**config.mk**
```make
export PLATFORM = sky130hd
export DESIGN_NAME = instruction_fetch_stage
export DESIGN_NICKNAME = d
export VERILOG_FILES = /design/src/rtl/mips_pkg.sv /design/src/rtl/pc_register.sv /design/src/rtl/instruction_fetch_stage.sv
export SDC_FILE = /design/constraint.sdc
export NUM_CORES = 1
export LEC_CHECK = 0
export ABC_AREA = 1
export CORE_MARGIN = 3
export CORE_UTILIZATION = 34
export DETAILED_ROUTE_END_ITERATION = 6
export PLACE_DENSITY_LB_ADDON = 0.12
export SLEW_MARGIN = 10
export SYNTH_ARGS = -nofsm -noshare
export SYNTH_HDL_FRONTEND = slang
export SYNTH_HIERARCHICAL = 1
export SYNTH_SLANG_ARGS = --single-unit
```
**constraint.sdc**
```tcl
create_clock -name clk -period 2.7 [get_ports clk]
set_clock_uncertainty 0.15 [all_clocks]
set_input_delay 0.675 -clock clk [delete_from_list [all_inputs] [get_ports clk]]
set_output_delay 0.675 -clock clk [all_outputs]
set_load 0.1 [all_outputs]
```
**src/rtl/mips_pkg.sv**
```systemverilog
// Shared constants and types for the pipelined MIPS datapath.
// Imported by the fetch stage and its PC register.
package mips_pkg;

    localparam logic [31:0] NOP_WORD         = 32'h0000_0000;
    localparam logic [31:0] HALT_WORD        = 32'h1000_FFFF;
    localparam logic [31:0] DEFAULT_RESET_PC = 32'h0000_0000;

    localparam logic [5:0] OP_RTYPE = 6'h00;
    localparam logic [5:0] OP_J     = 6'h02;
    localparam logic [5:0] OP_JAL   = 6'h03;
    localparam logic [5:0] OP_BEQ   = 6'h04;
    localparam logic [5:0] OP_BNE   = 6'h05;
    localparam logic [5:0] OP_ADDI  = 6'h08;
    localparam logic [5:0] OP_LW    = 6'h23;
    localparam logic [5:0] OP_SW    = 6'h2B;

    typedef struct packed {
        logic [31:0] instr;
        logic [31:0] pc_plus4;
        logic        valid;
    } if_id_t;

    function automatic logic [31:0] word_align(input logic [31:0] a);
        return {a[31:2], 2'b00};
    endfunction

endpackage

```
**src/rtl/pc_register.sv**
```systemverilog
// Program counter flop with next-PC selection.
// Redirect targets are forced to word alignment.
module pc_register
    import mips_pkg::*;
#(
    parameter logic [31:0] RESET_PC = DEFAULT_RESET_PC
) (
    input  logic        clk,
    input  logic        reset,
    input  logic        hold,
    input  logic        stall,
    input  logic        redirect_valid,
    input  logic [31:0] redirect_pc,
    output logic [31:0] pc,
    output logic [31:0] pc_plus4
);

    logic [31:0] pc_next;

    assign pc_plus4 = pc + 32'd4;

    // Next PC: freeze when halted, redirect beats stall, else sequential.
    always_comb begin
        pc_next = pc;
        if (hold) begin
            pc_next = pc;
        end else if (redirect_valid) begin
            pc_next = word_align(redirect_pc);
        end else if (stall) begin
            pc_next = pc;
        end else begin
            pc_next = pc_plus4;
        end
    end

    // PC state register.
    always_ff @(posedge clk or negedge reset) begin
        if (!reset) begin
            pc <= RESET_PC;
        end else begin
            pc <= pc_next;
        end
    end

endmodule

```
**src/rtl/instruction_fetch_stage.sv**
```systemverilog
// Fetch stage: PC, ROM address, IF/ID register, halt detection.
// Redirect and flush insert a bubble; halt word freezes fetch.
module instruction_fetch_stage
    import mips_pkg::*;
#(
    parameter logic [31:0] RESET_PC = DEFAULT_RESET_PC
) (
    input  logic        clk,
    input  logic        reset,
    input  logic        stall,
    input  logic        flush,
    input  logic        redirect_valid,
    input  logic [31:0] redirect_pc,
    output logic [31:0] Address,
    input  logic [31:0] Instruction,
    output logic [31:0] if_id_instr,
    output logic [31:0] if_id_pc_plus4,
    output logic        if_id_valid,
    output logic        halted,
    output logic        misalign_err,
    output logic [31:0] fetch_count
);

    logic [31:0] pc;
    logic [31:0] pc_plus4;
    logic        kill;
    logic        capture;
    if_id_t      if_id_q;

    pc_register #(
        .RESET_PC(RESET_PC)
    ) u_pc (
        .clk           (clk),
        .reset         (reset),
        .hold          (halted),
        .stall         (stall),
        .redirect_valid(redirect_valid),
        .redirect_pc   (redirect_pc),
        .pc            (pc),
        .pc_plus4      (pc_plus4)
    );

    assign Address = pc;
    assign kill    = !halted && (flush || redirect_valid);
    assign capture = !halted && !flush && !redirect_valid && !stall;

    // IF/ID register: bubble on kill, load on capture, else hold.
    always_ff @(posedge clk or negedge reset) begin
        if (!reset) begin
            if_id_q <= '{instr: NOP_WORD, pc_plus4: 32'd0, valid: 1'b0};
        end else if (kill) begin
            if_id_q.instr <= NOP_WORD;
            if_id_q.valid <= 1'b0;
        end else if (capture) begin
            if_id_q <= '{instr: Instruction, pc_plus4: pc_plus4, valid: 1'b1};
        end
    end

    // Fetch counter and halt flag advance only on real captures.
    always_ff @(posedge clk or negedge reset) begin
        if (!reset) begin
            fetch_count <= 32'd0;
            halted      <= 1'b0;
        end else if (capture) begin
            fetch_count <= fetch_count + 32'd1;
            if (Instruction == HALT_WORD) begin
                halted <= 1'b1;
            end
        end
    end

    // Sticky flag for any misaligned redirect target, even when halted.
    always_ff @(posedge clk or negedge reset) begin
        if (!reset) begin
            misalign_err <= 1'b0;
        end else if (redirect_valid && (redirect_pc[1:0] != 2'b00)) begin
            misalign_err <= 1'b1;
        end
    end

    assign if_id_instr    = if_id_q.instr;
    assign if_id_pc_plus4 = if_id_q.pc_plus4;
    assign if_id_valid    = if_id_q.valid;

endmodule

```
# Word level (Yosys, flattened, before mapping)
# Cells that the tools add are included.
# W data, S select, Z words.
[totals]
wordCells = 33
output_inout_bits = 131
regBits = 131
[classes]
mux = 5
n_bitwise = 2
eq_ne = 2
add_sub_neg = 2
n_reduce_logical = 15
[op_table]
columns = ["operator", "count"]
rows = [
  ["$mux W32", 3],
  ["$mux W65", 1],
  ["$add A32 B1 Y32 const B", 1],
  ["$add A32 B3 Y32 const B", 1],
  ["$eq A32 B29 Y1 const B", 1],
  ["$reduce_and A2 Y1", 3],
  ["$logic_and A1 B1 Y1", 5],
  ["$logic_not A1 Y1", 4],
  ["$reduce_bool A2 Y1", 2],
  ["$ne A2 B1 Y1 const B", 1],
  ["$not A1 Y1", 2],
  ["$logic_or A1 B1 Y1", 1],
  ["$mux W1", 1],
]

# Depth between registers and ports, before layout
# Gate-level depths: netlist of the first run.
[logic_depth]
word_depth = 6
mapped_depth = 10

# Modules after synthesis
# Netlist of the first run, hierarchy kept.
[by_module_without_submodules]
columns = ["mod", "instances", "area_each_um2", "cells_each", "seq_area_each_um2"]
rows = [
  ["instruction_fetch_stage", 1, 4448.0, 529, 2477.4],
  ["pc_register", 1, 2560.0, 398, 750.7],
]

# Worst setup path before layout of the first run
# OpenSTA, ideal clock, no wires.
[synth_path]
path_kind = "reg-to-reg"
start = "register u_pc.pc[3]"
end = "register u_pc.pc[22]"
required_time_ns = 2.430
period_less_slack_ns = 2.378
t_arrival_ns = 2.108
setup_ns = 0.120
n_path_buf = 0
slack_ns = 0.322
path_stages_with_launch = 11
cell_sequence = "dfrtp_1 ha_1 nand2_2 nor2_8 nand2_8 nor2_8 nand2_1 nand2_1 nand3_1 nand2_1 nand2_1"
[synth_between]
elab_chain_len = 3
[synth_rtl]
columns = ["element", "line", "rtl"]
rows = [
  ["from (decl)", "pc_register.sv:14", "output logic [31:0] pc,"],
  ["from (signal assigned)", "pc_register.sv:41", "pc <= pc_next;"],
  ["$add A32 B3 Y32", "pc_register.sv:20", "assign pc_plus4 = pc + 32'd4;"],
  ["$mux W32", "pc_register.sv:29", "end else if (stall) begin"],
  ["$mux W32", "pc_register.sv:27", "end else if (redirect_valid) begin"],
]
# Every way passes these cells. The select of a mux whose other input is x is not followed.
# A chain may end at the register's enable or synchronous reset.

# Final worst setup path of the first run
[layout_path]
start = "input port redirect_valid"
end = "register fetch_count[31]"
[layout_between]
elab_chain_len = 3
[layout_rtl]
columns = ["element", "line", "rtl"]
rows = [
  ["from (decl)", "instruction_fetch_stage.sv:12", "input logic redirect_valid,"],
  ["$logic_not A1 Y1", "instruction_fetch_stage.sv:45", "assign capture = !halted && !flush && !redirect_valid && !stall;"],
  ["$logic_and A1 B1 Y1 (2 in series)", "instruction_fetch_stage.sv:45", ""],
  ["to (signal assigned)", "instruction_fetch_stage.sv:65", "fetch_count <= fetch_count + 32'd1;"],
  ["to (decl)", "instruction_fetch_stage.sv:21", "output logic [31:0] fetch_count"],
]
# Every way passes these cells.

==> impl_metrics.toml, run 1 <==
[clock_network]
clk_path_buf_depth = 2
post_cts_buffers = 0
cts_sinks = 129
htreeDepth = 4
root_buffer = "clkbuf_16"
cts_resized = 0
hold_buffers = 0
cts_tree = "yes"
numCtsBuffers = 17
clk_pin_slew_ns = 0.06
clock_latency_ns = 0.42

[status]
status = "finished, final reports clean"

[timing]
setup_tns_ns = 0
drv_slew = 0
hold_violations = 0
timing.hold.ws_ns = 0.00685
final-setup-viol-count = 0
grt_setup_unrepaired = "false"
min_period_ns = 2.16
max_freq_mhz = 463
fin_crit_sh_pct = 79.9

[final_layout]
area_delta_synth_final_pct = 36.6
drive_gt1_share_pct = 21.2
nNetsFinal = 1198
diodes = 0
finish.instance_area_um2 = 9570
final_cell_mix = "327 x nand2_1, 136 x buf_4, 129 x dfrtp_1, 105 x inv_1, 90 x nor2_1"
final_common_cell = "nand2_1"

[place]
hpwl_mm = 15.2
port_buffers = 197
place_area_um2 = 8970
place_congestion = 0.846

[route]
postRouteWirelength_mm = 20.3
drc = 0
avgViaCountPerCell = 4.52
drtIter0Drc = 300
firstDrtPassIters = 5
dr_total_vias = 6345
wl_per_cell_um = 14.4
ant_nets = 0

[worst_setup_path]
worstSetupPathType = "in2reg"
startpoint_type = "input port"
cp-end-kind = "flop"
crit_arrival_ns = 2.31
cp.required_ns = 2.86
worstPathMaxFanout = 13

[job]
cap_violations = 0

[yosys]
synth_cells = 927
ys_seq_elements = 129
syn_area_um2 = 7010
synth_top_area_cell = "dfrtp_1"
ys.flop_type = "dfrtp_1"
yosys-top-cells-area = "dfrtp_1 46%, nand2_1 18%, inv_1 5.6%, nor2_1 4.8%, nand3_1 2.8%"
synth.top_cell.area_share_pct = 46.1
ys_types = 36
async_reset_ff_share_pct = 100
syn_area_per_cell_um2 = 7.56
synth_edf_count = 0
yosys_warnings = 6
synth-seq-area-share_pct = 46.1

[power_and_ir_drop]
p_leak_nw = 4.84
power_density_nw_per_um2 = 567
peakVddDrop_mv = 0.396
power_mw = 5.43

[global_route]
grt_pass1_wl_mm = 32.6
grt.overflow.total = 0
grt_max_degree = 45
antenna_found_initial = 0
grt_pass1_vias = 6145
track_usage_pct = 18.6

[hold_path]
hold_path_class = "in2async"

[floorplanning]
start_util_pct = 35.3
die_area_um2 = 22400
dieHeight_um = 150
die_x_um = 150
coreArea_um2 = 19800
num_io_pins = 200
placementRows = 51
==> cell usage after synthesis, types with 7 or more instances <==
master and number:
a21oi_1 15, nand3_1 39, inv_1 105, nor2_2 12
o21ai_0 37, nor2_4 12, nor3_1 8, o22ai_1 13
buf_4 8, xor2_1 14, nand4_1 21, nor2_1 90
nand2_2 18, clkbuf_1 7, nand2_1 327, buf_2 14
xnor2_1 12, dfrtp_1 129
==> routing by layer <==
| metal | up-vias | part of all wire (%) | track usage (%) |
|---|---|---|---|
| met5 | - | 0 | 0 |
| met4 | 0 | 1.5 | 5.49 |
| met3 | 22 | 5.8 | 3.97 |
| met2 | 162 | 47 | 29.9 |
| met1 | 2889 | 46 | 25.3 |
| li1 | 3272 | - | - |
==> worst max-delay path: stages <==
cell and delay, ns:
clkdlybuf4s50_1 0.50, inv_2 0.10, nand2_2 0.09, nor2_4 0.34, nand3_1 0.18, nor2_4 0.20, nand3_1 0.09, nand2_1 0.08
nand2_1 0.06
==> kinds of logic after synthesis <==
family / share of synthesized area [%]
simple gates: 35.5
fa+ha+maj: 0.357
buf+inv: 8.52
other cells: 0.0535
flops: 46.1
compound gates: 6.25
xor+xnor: 3.25
==> area by class of cell <==
| cell class | count | area, um2 |
|---|---|---|
| fillers | 2016 | 10300 |
| flip-flops and latches | 129 | 3230 |
| multi-input cells | 658 | 3200 |
| repair buffers | 208 | 1780 |
| clock buffers | 18 | 439 |
| inverters | 113 | 429 |
| well taps | 265 | 332 |
| clock inverters | 13 | 163 |
==> state kept, by name, indices dropped and copies added, names as in the netlist <==
register	cells
halted	1
if_id_valid	1
fetch_count	32
u_pc/pc	30
if_id_instr	32
misalign_err	1
if_id_pc_plus4	32
==> power by group <==
part           total, mW  internal (mW)  leakage [nW]  switching [mW]
Sequential          2.08           2.00          1.67          0.0787
Clock               2.37           1.47         0.288           0.901
Combinational      0.981          0.252          2.88           0.729
Total               5.43           3.72          4.84            1.71
==> worst paths after layout <==
kind	start	to	slack [ns]	depth (start not counted)
setup / recovery	redirect_valid	fetch_count[31]	0.54	9
hold / removal	reset	if_id_instr[26]	0.007	1
setup reg to reg	u_pc/pc[3]	u_pc/pc[28]	0.91	10
hold reg to reg	if_id_pc_plus4[19]	if_id_pc_plus4[19]	0.32	2
max in group asynchronous	reset	fetch_count[1]	1.69	2
min in group clk	if_id_pc_plus4[19]	if_id_pc_plus4[19]	0.32	2
==> stage by stage <==
step	util (%)	std cells	worst slack, ns
detailed placement	45.2	1373	0.0798
global placement	45.2	1373	0.142
global route	48.2	1404	0.371
floorplan	-	930	0.322
finish	48.2	1404	0.542
CTS	48.2	1404	0.530
(Power assumes the default switching activity.)
==> inputs of run 2 (changes only) <==
==> constraint.sdc (replaced) <==
create_clock -name clk -period 2.08 [get_ports clk]
set_clock_uncertainty 0.15 [all_clocks]
set_input_delay 0.52 -clock clk [delete_from_list [all_inputs] [get_ports clk]]
set_output_delay 0.52 -clock clk [all_outputs]
set_load 0.1 [all_outputs]
==> run 2 against run 1 <==
Compared with the run above: setup slack worse by 0.31 ns; first-iteration DRC count up 18%; non-clock buffer count up 29; worst hold slack better by 0.37 ns; via count up 3.9%; largest cell class is now buffers.
==> impl_metrics.toml, run 2 (synthesis results as in run 1) <==
[place]
place_congestion = 0.870
port_buffers = 197
hpwl_mm = 16.1
dpl_worst_slack_ns = -0.0957
place_area_um2 = 10900
dp.cells = 1401

[worst_setup_path]
path_delay_family = "flip-flops"
reg2reg_depth = 10
slowest_stage = "dfrtp_1"
cp-endpoint = "Address[27]"
max_stage_delay_ns = 0.53
worstPathMaxFanout = 7
crit_arrival_ns = 1.18
r2r-end = "if_id_pc_plus4[28]"
worstPathCellList = "buf_12"
r2r_setup_slack_ns = 0.29
cp-end-kind = "output pin"
cp.required_ns = 1.41
cp_num_cells = 1
startpoint_type = "flop"
crit_buf_inv = 1
worstSetupPathType = "reg2out"
startpoint = "u_pc/pc[27]"
r2r_start = "u_pc/pc[3]"

[floorplanning]
dieHeight_um = 150
start_util_pct = 35.3
die_area_um2 = 22400
num_io_pins = 200
placementRows = 51
die_x_um = 150
coreArea_um2 = 19800

[timing]
drv_slew = 0
final-setup-viol-count = 0
grt_setup_unrepaired = "false"
min_period_ns = 1.85
fin_crit_sh_pct = 88.8
max_freq_mhz = 541
hold_violations = 0
worst_slack_ns = 0.233

[power_and_ir_drop]
peakVddDrop_mv = 0.524
p_leak_nw = 5.46
power_mw = 7.66
power_density_nw_per_um2 = 662

[hold_path]
hold_path_class = "reg2reg"

[final_layout]
diodes = 0
layout.cells.non_filler = 1434
finish.instance_area_um2 = 11600
nNetsFinal = 1227
area_delta_synth_final_pct = 65.1
final_common_cell = "nand2_1"
final_cell_mix = "327 x nand2_1, 138 x buf_12, 105 x inv_1, 104 x dfrtp_1, 90 x nor2_1"
drive_gt1_share_pct = 25.2

[job]
cap_violations = 0

[route]
drc = 0
ant_nets = 0
postRouteWirelength_mm = 21.1
avgViaCountPerCell = 4.60
drtIter0Drc = 353
wl_per_cell_um = 14.7
dr_total_vias = 6592
firstDrtPassIters = 4

[global_route]
track_usage_pct = 19.4
grt_pass1_vias = 6650
grt.overflow.total = 0
grt_pass1_wl_mm = 34.3
grt_max_degree = 40
antenna_found_initial = 0

[clock_network]
clk_pin_slew_ns = 0.06
cts_tree = "yes"
numCtsBuffers = 17
clk_path_buf_depth = 2
cts_resized = 0
cts_sinks = 129
root_buffer = "clkbuf_16"
clock_latency_ns = 0.42
htreeDepth = 4

[status]
status = "finished, final reports clean"
-- run 2: through the flow --
stage / setup TNS (ns) / hold WS, ns / utilization (%)
2_1_floorplan: 0 / 0.0744 / -
3_3_place_gp: -1.78 / 0.327 / 54.9
3_5_place_dp: -3.04 / 0.323 / 54.9
4_1_cts: 0 / 0.378 / 58.3
5_1_grt: 0 / 0.396 / 58.3
6_report: 0 / 0.376 / 58.3
-- run 2: repair_timing --
item | CTS | global route
hold endpoints to repair | 35 | 0
buffers inserted | 0 | 0
hold buffers | 1 | 0
endpoints found under the setup margin | 0 | 0
-- run 2: how the worst min path moves through the flow --
| stage | start | endpoint | slack (ns) | cells after the start |
|---|---|---|---|---|
| 6_report | fetch_count[2] | fetch_count[2] | 0.38 | 1 |
| 3_5_place_dp | reset | if_id_instr[20] | 0.32 | 1 |
| 3_3_place_gp | reset | if_id_instr[20] | 0.33 | 1 |
| 2_1_floorplan | reset | fetch_count[0] | 0.07 | 0 |
| 4_1_cts | fetch_count[2] | fetch_count[2] | 0.38 | 1 |
| 5_1_grt | if_id_pc_plus4[16] | if_id_pc_plus4[16] | 0.40 | 2 |
-- run 2: layout make-up --
type	instances	area [um2]
Clock buffer	20	467
Clock inverter	12	205
Fill cell	1772	8280
Inverter	113	429
Multi-Input combinational cell	658	3200
Sequential cell	129	3260
Tap cell	265	332
Timing Repair Buffer	237	3680
-- run 2: where the power goes --
group / internal, mW / switching, mW / total, mW
registers: 2.60 / 0.143 / 2.74
logic: 0.558 / 0.962 / 1.52
clock network: 2.23 / 1.17 / 3.39
total: 5.38 / 2.27 / 7.66
-- run 2: metal layers --
layer  GRT usage, %  up-vias  share of wire (%)
met5              0        -                  0
met4           6.32        0                2.1
met3           4.15       25                4.8
met2           31.9      175                 48
met1           25.6     3047                 46
li1               -     3345                  -
==> inputs of run 3 (changes only) <==
--- a/config.mk
+++ b/config.mk
@@ -9,6 +9,7 @@
 export CORE_MARGIN = 3
 export CORE_UTILIZATION = 34
 export DETAILED_ROUTE_END_ITERATION = 6
+export GPL_ROUTABILITY_DRIVEN = 0
 export PLACE_DENSITY_LB_ADDON = 0.12
 export SLEW_MARGIN = 10
 export SYNTH_ARGS = -nofsm -noshare
==> results of run 3 <==
The final DEF is identical to that of run 2; final timing and power are the same.
